===== config.mk =====
export PLATFORM = sky130hd
export DESIGN_NAME = cube_feeder
export DESIGN_NICKNAME = d
export VERILOG_FILES = /design/src/rtl/cube_feeder.sv
export SDC_FILE = /design/constraint.sdc
export NUM_CORES = 1
export LEC_CHECK = 0
export CORE_MARGIN = 8
export CORE_UTILIZATION = 33
export DETAILED_ROUTE_END_ITERATION = 6
export MAX_ROUTING_LAYER = met4
export PLACE_DENSITY = 0.51
export SYNTH_ARGS = -nofsm -noshare
export SYNTH_HDL_FRONTEND = slang
export SYNTH_SLANG_ARGS = --single-unit

===== constraint.sdc =====
create_clock -name clk_i -period 3.2 [get_ports clk_i]
set_input_delay 0.32 -clock clk_i [delete_from_list [all_inputs] [get_ports clk_i]]
set_output_delay 0.32 -clock clk_i [all_outputs]
set_load 0.05 [all_outputs]

===== src/rtl/cube_feeder.sv =====
// cube_feeder: operand FIFO and launch sequencer in front of the sequential
// 8-bit cube-root unit. Operands arrive on a valid/ready stream, are launched
// one at a time, and each root leaves paired with its operand on a valid/ready
// result stream, in arrival order.
// Optional feature macro: CUBE_FEEDER_TIMEOUT_EN adds a watchdog that aborts a
// launch whose busy handshake does not complete within TIMEOUT cycles.
module cube_feeder #(
  parameter int DEPTH   = 4,
  parameter int TIMEOUT = 255
) (
  input  logic       clk_i,
  input  logic       rst_i,
  input  logic       in_valid_i,
  input  logic [7:0] in_data_i,
  output logic       in_ready_o,
  output logic       cu_start_o,
  output logic [7:0] cu_x_o,
  input  logic       cu_busy_i,
  input  logic [7:0] cu_y_i,
  output logic       out_valid_o,
  output logic [7:0] out_x_o,
  output logic [7:0] out_data_o,
  output logic       out_err_o,
  input  logic       out_ready_i
);

  localparam int AW = $clog2(DEPTH);

  typedef enum logic [2:0] {
    S_IDLE,
    S_LAUNCH,
    S_WAIT_HI,
    S_WAIT_LO,
    S_DONE
  } state_t;

  state_t      r_state;
  state_t      w_next;
  logic [7:0]  r_mem [DEPTH];
  logic [AW:0] r_wr_ptr;
  logic [AW:0] r_rd_ptr;
  logic [7:0]  r_cu_x;
  logic        r_out_valid;
  logic [7:0]  r_out_x;
  logic [7:0]  r_out_data;
  logic        r_out_err;

  logic        w_full;
  logic        w_empty;
  logic        w_push;
  logic        w_pop;
  logic        w_load;
  logic        w_wd_hit;
  logic        w_err_now;

  // Same index bits with different wrap bits means the write side is a full lap ahead.
  assign w_full  = (r_wr_ptr[AW] != r_rd_ptr[AW]) &&
                   (r_wr_ptr[AW-1:0] == r_rd_ptr[AW-1:0]);
  assign w_empty = (r_wr_ptr == r_rd_ptr);
  assign w_push  = in_valid_i && !w_full;

`ifdef CUBE_FEEDER_TIMEOUT_EN
  localparam logic [7:0] WD_LAST = 8'(TIMEOUT - 1);

  logic [7:0] r_wd_cnt;
  logic       r_abort;

  assign w_wd_hit  = (r_wd_cnt == WD_LAST);
  assign w_err_now = r_abort;

  // Watchdog: cleared as the FSM heads into LAUNCH, counts while waiting on busy.
  always_ff @(posedge clk_i or negedge rst_i) begin
    if (!rst_i) begin
      r_wd_cnt <= '0;
      r_abort  <= 1'b0;
    end else if (w_pop) begin
      r_wd_cnt <= '0;
      r_abort  <= 1'b0;
    end else if (r_state == S_WAIT_HI || r_state == S_WAIT_LO) begin
      r_wd_cnt <= r_wd_cnt + 8'd1;
      if (w_wd_hit) r_abort <= 1'b1;
    end
  end
`else
  assign w_wd_hit  = 1'b0;
  assign w_err_now = 1'b0;
`endif

  // FSM state register.
  // NOTE: every clocked block uses <= so all registers update from pre-edge values.
  always_ff @(posedge clk_i or negedge rst_i) begin
    if (!rst_i) r_state <= S_IDLE;
    else        r_state <= w_next;
  end

  // Next-state and handshake strobes.
  // NOTE: defaults first, so no path through the case leaves a signal unassigned (no latch).
  always_comb begin
    w_next = r_state;
    w_pop  = 1'b0;
    w_load = 1'b0;
    case (r_state)
      S_IDLE: begin
        // Also waiting for !busy keeps a late busy fall after an abort harmless.
        if (!w_empty && !cu_busy_i) begin
          w_pop  = 1'b1;
          w_next = S_LAUNCH;
        end
      end
      S_LAUNCH:  w_next = S_WAIT_HI;
      S_WAIT_HI: begin
        if (w_wd_hit)       w_next = S_DONE;
        else if (cu_busy_i) w_next = S_WAIT_LO;
      end
      S_WAIT_LO: begin
        if (w_wd_hit || !cu_busy_i) w_next = S_DONE;
      end
      S_DONE: begin
        // The unit's result stays stable here because nothing new is launched.
        if (!r_out_valid || out_ready_i) begin
          w_load = 1'b1;
          w_next = S_IDLE;
        end
      end
      default: w_next = S_IDLE;
    endcase
  end

  // Operand storage.
  // NOTE: the array has no reset; empty/full come from the pointers alone.
  always_ff @(posedge clk_i) begin
    if (w_push) r_mem[r_wr_ptr[AW-1:0]] <= in_data_i;
  end

  // FIFO pointers; wrap by natural overflow of the extra MSB.
  always_ff @(posedge clk_i or negedge rst_i) begin
    if (!rst_i) begin
      r_wr_ptr <= '0;
      r_rd_ptr <= '0;
    end else begin
      if (w_push) r_wr_ptr <= r_wr_ptr + 1'b1;
      if (w_pop)  r_rd_ptr <= r_rd_ptr + 1'b1;
    end
  end

  // Operand to the unit: captured at pop, held until the next launch.
  always_ff @(posedge clk_i or negedge rst_i) begin
    if (!rst_i)     r_cu_x <= '0;
    else if (w_pop) r_cu_x <= r_mem[r_rd_ptr[AW-1:0]];
  end

  // Result register: load from DONE, drop valid on a transfer with no new load.
  always_ff @(posedge clk_i or negedge rst_i) begin
    if (!rst_i) begin
      r_out_valid <= 1'b0;
      r_out_x     <= '0;
      r_out_data  <= '0;
      r_out_err   <= 1'b0;
    end else if (w_load) begin
      r_out_valid <= 1'b1;
      r_out_x     <= r_cu_x;
      r_out_data  <= w_err_now ? 8'hFF : cu_y_i;
      r_out_err   <= w_err_now;
    end else if (r_out_valid && out_ready_i) begin
      r_out_valid <= 1'b0;
    end
  end

  assign in_ready_o  = !w_full;
  assign cu_start_o  = (r_state == S_LAUNCH);
  assign cu_x_o      = r_cu_x;
  assign out_valid_o = r_out_valid;
  assign out_x_o     = r_out_x;
  assign out_data_o  = r_out_data;
  assign out_err_o   = r_out_err;

endmodule

==> impl_metrics.json, run 1 <==
{
  "status": "finished clean",
  "synth_fp_nets": 174,
  "drtPass1Iterations": 4,
  "r2r-start": "r_rd_ptr[1]",
  "root_buffer": "clkbuf_8",
  "syn-cell-area_um2": 2680,
  "antenna_cells": 0,
  "cts.sinks": 66,
  "final_cell_mix": "clkdlybuf4s50_1 (47), dfrtp_1 (34), edfxtp_1 (32)",
  "cts.path.max_buffers": 2,
  "rows": 33,
  "post-cts-setup-buffer-count": 0,
  "ant_nets": 0,
  "grt_pass1_vias": 1513,
  "fin_cells": 313,
  "min_period_over_period_pct": 77.7,
  "finalSetupTns_ps": 0,
  "synthCells": 148,
  "routedWlPerCell_um": 16.1,
  "grt_use_total_pct": 9.82,
  "ys_ff_latch": 66,
  "drt_iter0_drc": 43,
  "cts-hold-fix-buffers": 0,
  "overflow": 0,
  "critical_path_class": "reg2out",
  "cp_slowest_cell": "clkdlybuf4s50_1",
  "place_inst": 297,
  "worst_pin_slew_ps": 634,
  "yosysSeqAreaShare_pct": 67.7,
  "htree_levels": 3,
  "ios": 49,
  "via_per_inst": 4.49,
  "max_freq_mhz": 402,
  "maxCapViolations": 0,
  "nFillCells": 726,
  "vias": 1405,
  "setup_viol": 0,
  "cts_buffers": 9,
  "clk_latency_ps": 330,
  "period_needed_ps": 2490,
  "r2r-end": "r_mem[2][7]",
  "io_buffers": 47,
  "drc": 0,
  "reg2reg_depth": 3,
  "final_layout_size_suffix_gt1_share_pct": 21.6,
  "rsz0062_at_grt": "no",
  "nets": 229,
  "cts_resized": 0,
  "drv_slew": 0,
  "mostFrequentLayoutCell": "clkdlybuf4s50_1",
  "finalHoldViolations": 0,
  "area_growth_syn_to_layout_pct": 29.3,
  "crit_chain": "xnor2_1, nand3_1, clkdlybuf4s50_1",
  "power.static_leakage_nw": 1.34,
  "syn_avg_cell_area_um2": 18.1,
  "crit_required_ps": 2880,
  "slowest_delay_ps": 810,
  "clk_pin_slew_ps": 80,
  "synth_cell_types": 32,
  "critPathMaxFanout": 12,
  "wirelength_mm": 5.04,
  "hp-class": "in2async",
  "post-dp-hpwl_mm": 3.57,
  "synthFlopType": "dfrtp_1",
  "die_y_um": 106,
  "die-area_um2": 11300,
  "grt_max_degree": 35,
  "cp.arrival_ps": 2170,
  "async_reset_ff_share_pct": 51.5,
  "yosysWarnings": 0,
  "synth-edff-count": 32,
  "finClkSkew_ps": 9.63,
  "crit_buf_inv": 1,
  "grt_pass1_wl_mm": 8.20,
  "relSlewSlack_pct": 57.7,
  "end_kind": "primary output",
  "power.density_nw_per_um2": 1100,
  "cts_tree": "built",
  "critPathTopFamily": "buffers and inverters",
  "ff2ff_setup_slack_ps": 1150,
  "gp_congestion": 0.717,
  "start_util_pct": 33.3,
  "fp.coreArea_um2": 8050,
  "grt_antenna_before_repair": 0,
  "vdd_drop_max_mv": 0.304,
  "worstSetupStartpointType": "flop",
  "die_w_um": 106
}
[cell usage after synthesis (2+ instances only)]
cell type  instances  area (µm²)
inv_1              3        11.3
xnor2_1            4        35.0
nor3_1             2        10.0
mux2_4             9         135
ha_1               5        62.6
mux2_2             6        67.6
nand2_1            5        18.8
buf_6              2        22.5
edfxtp_1          32         961
dfrtp_1           34         851
mux4_2             8         180
buf_2              2        10.0
and2_1             3        18.8
nor2_1             2        7.51
xor2_1             4        35.0
mux2_1            11         124
[worst reg2reg max path: stages, from the launching register on]
cell and delay (ps):
dfrtp_1 680, xnor2_1 220, a31oi_2 330, and2_1 470
[power by group]
part / total (W) / leakage, nW / internal, W / switching (W)
clock network: 0.000712 / 0.102 / 0.000373 / 0.000339
registers: 0.00140 / 0.710 / 0.00120 / 0.000205
logic: 0.00170 / 0.529 / 0.000695 / 0.00101
[how the worst max path moves through the flow]
stage | start | endpoint | slack (ps) | cells past startpoint
after global routing | r_rd_ptr[1] | in_ready_o | 550 | 3
after CTS | r_rd_ptr[1] | in_ready_o | 660 | 3
final | r_rd_ptr[1] | in_ready_o | 710 | 3
after detailed placement | cu_busy_i | cu_x_o[4] | 1000 | 4
after global placement | cu_busy_i | cu_x_o[5] | 1030 | 4
after floorplan | r_state[2] | cu_start_o | 1240 | 2
[flip-flops by register name, summed over array words and instances (netlist names)]
name         count
out_valid_o      1
r_state          3
out_data_o       8
r_rd_ptr         3
out_x_o          8
r_wr_ptr         3
cu_x_o           8
r_mem           32
[routing by layer]
layer | global-route usage [%] | routed length [µm] | vias to the layer above
li1 | - | - | 667
met1 | 12.2 | 2390 | 687
met2 | 14.2 | 2290 | 45
met3 | 3.15 | 282 | 6
met4 | 4.82 | 73 | 0
met5 | - | 0 | -
[metrics by stage]
step / setup slack (ps) / instance area (µm²) / hold WS [ps] / total power (W) / util (%)
2_1_floorplan: 1240 / 2680 / 24.4 / 0.00261 / -
3_3_place_gp: 1030 / 3250 / 476 / 0.00311 / 40.4
3_5_place_dp: 1000 / 3250 / 485 / 0.00316 / 40.4
4_1_cts: 659 / 3460 / 394 / 0.00388 / 43.0
5_1_grt: 550 / 3460 / 440 / 0.00404 / 43.0
6_report: 715 / 3460 / 394 / 0.00382 / 43.0
[cell families (layout without fill, tap and decap cells)]
kind of cell / Yosys count / in the layout / share of synthesized area (%)
flip-flops: 66 / 66 / 67.7
multiplexers: 34 / 34 / 18.9
AND/OR/NAND/NOR: 17 / 17 / 3.36
XOR/XNOR: 9 / 9 / 3.22
buffers and inverters: 9 / 69 / 2.20
AO/OA/AOI/OAI: 7 / 7 / 2.15
adder cells (fa/ha/maj): 5 / 5 / 2.34
other: 1 / 1 / 0.140
[area by class of cell]
class                   count  area, µm²  share of cell area, %
clock buffers               9        124                   3.58
clock inverters             7       83.8                   2.42
inverters                   3       11.3                  0.325
multi-input cells          73        807                   23.3
flip-flops and latches     66       1810                   52.3
well taps                 105        131                   3.79
repair buffers             50        493                   14.2
No activity file was read; power rests on OpenSTA's default activity.
==> inputs of run 2 (changes only) <==
Settings changed: PLACE_DENSITY 0.51 to 0.53.
Clock period 3.2 ns to 2 ns, I/O delays scaled along.
==> impl_metrics.json, run 2 (synthesis gave the netlist of run 1 again) <==
{
  "sequentialPowerShare_pct": 34.9,
  "min_period_over_period_pct": 89.2,
  "grtUsageMet3_pct": 3.45,
  "overflow": 0,
  "max_freq_mhz": 561,
  "hp-class": "in2async",
  "clk_pin_slew_ps": 70,
  "cts_tree": "built",
  "die_y_um": 106,
  "critical_path_class": "reg2reg",
  "post-dp-hpwl_mm": 3.82,
  "place_inst": 299,
  "crit_buf_inv": 0,
  "setup_viol": 0,
  "finalSetupTns_ps": 0,
  "power.static_leakage_nw": 1.38,
  "ant_nets": 0,
  "routedWlPerCell_um": 16.6,
  "cts_buffers": 9,
  "critPathTopFamily": "flip-flops",
  "fp.coreArea_um2": 8050,
  "relSlewSlack_pct": 65.6,
  "combPwrFrac_pct": 44.3,
  "cts_resized": 0,
  "grt_pass1_wl_mm": 8.57,
  "gr-usage-met2_pct": 16.4,
  "p_int_w": 0.00392,
  "finClkSkew_ps": 5.06,
  "cts.sinks": 66,
  "switching_share_pct": 38.7,
  "netSwitchingPower_w": 0.00248,
  "r2r-end": "r_mem[1][3]",
  "wirelength_mm": 5.22,
  "r2r-start": "r_wr_ptr[1]",
  "start_util_pct": 33.3,
  "vias": 1440,
  "critPathMaxFanout": 8,
  "die-area_um2": 11300,
  "post-cts-setup-buffer-count": 0,
  "rows": 33,
  "clk_latency_ps": 330,
  "via_per_inst": 4.57,
  "drv_slew": 0,
  "largest_reg_flops": 32,
  "reg2reg_depth": 3,
  "mostFrequentLayoutCell": "clkdlybuf4s50_1",
  "drt_iter0_drc": 38,
  "worstSetupStartpointType": "flop",
  "utilization_pct": 43.8,
  "io_buffers": 47,
  "power.density_nw_per_um2": 1810,
  "htree_levels": 3,
  "drc": 0,
  "period_needed_ps": 1780,
  "worst_pin_slew_ps": 514,
  "root_buffer": "clkbuf_8",
  "cts-hold-fix-buffers": 0,
  "cp.arrival_ps": 1770,
  "nets": 231,
  "rsz0062_at_grt": "no",
  "status": "finished clean",
  "use_met1_pct": 11.3,
  "end_kind": "flop",
  "top_usage_layer": "met2",
  "grt_pass1_vias": 1585,
  "seq_area_um2": 1810,
  "die_w_um": 106,
  "ios": 49,
  "grt_use_total_pct": 10.3,
  "vdd_drop_max_mv": 0.608,
  "crit_chain": "xnor2_1, a31oi_2, and2_1",
  "clkPwrFrac_pct": 20.8,
  "grt_max_degree": 35,
  "final_layout_size_suffix_gt1_share_pct": 22.9,
  "grt_antenna_before_repair": 0,
  "multi_input_area_um2": 807,
  "cts.path.max_buffers": 2,
  "antenna_cells": 0,
  "area_growth_syn_to_layout_pct": 31.8,
  "fin_cells": 315,
  "drtPass1Iterations": 4,
  "slowest_delay_ps": 460,
  "maxCapViolations": 0,
  "nFillCells": 725,
  "crit_required_ps": 1980,
  "ff2ff_setup_slack_ps": 220,
  "gp_congestion": 0.751,
  "final_cell_mix": "clkdlybuf4s50_1 (45), dfrtp_1 (34), edfxtp_1 (32)",
  "cp_slowest_cell": "dfrtp_1",
  "finalHoldViolations": 0
}
run 2: through the flow:
step	power [W]	area, µm²	setup slack, ps	hold WS [ps]
5_1_grt	0.00674	3530	52.5	293
3_5_place_dp	0.00516	3290	152	480
3_3_place_gp	0.00507	3290	203	475
2_1_floorplan	0.00417	2680	160	-95.6
4_1_cts	0.00651	3530	163	274
6_report	0.00640	3530	216	270
run 2: per-layer routing:
metal	vias up	part of all wire (%)
met1	733	41
met2	36	52
met4	0	1.5
met5	-	0
met3	8	5.7
li1	663	-
run 2: cell type report:
cell class / count / area share (%)
clock buffers: 9 / 3.51
clock inverters: 7 / 3.30
inverters: 3 / 0.319
multi-input cells: 73 / 22.9
flip-flops and latches: 66 / 51.3
well taps: 105 / 3.72
repair buffers: 52 / 15.0
run 2: worst max path at each step:
stage / from / endpoint / slack (ps) / cells past startpoint
2_1_floorplan: r_state[2] / cu_start_o / 160 / 2
3_3_place_gp: in_valid_i / r_mem[2][4] / 200 / 4
6_report: r_wr_ptr[1] / r_mem[1][3] / 220 / 3
4_1_cts: r_wr_ptr[1] / r_mem[1][3] / 160 / 3
5_1_grt: r_wr_ptr[1] / r_mem[1][3] / 50 / 3
3_5_place_dp: in_valid_i / r_mem[1][4] / 150 / 4
run 2: power by group through the flow:
stage	Clock (W)	Sequential, W	Combinational [W]
after floorplan	0	0.00300	0.00117
after global placement	0	0.00224	0.00283
after detailed placement	0	0.00227	0.00289
after CTS	0.00137	0.00225	0.00289
after global routing	0.00142	0.00230	0.00302
final	0.00133	0.00223	0.00283
run 2: worst register-to-register path: cells and delay by family (launching register included):
family | cells | cell delay (ps)
XOR/XNOR | 1 | 210
AO/OA/AOI/OAI | 1 | 310
AND/OR/NAND/NOR | 1 | 450
flip-flops | 1 | 460
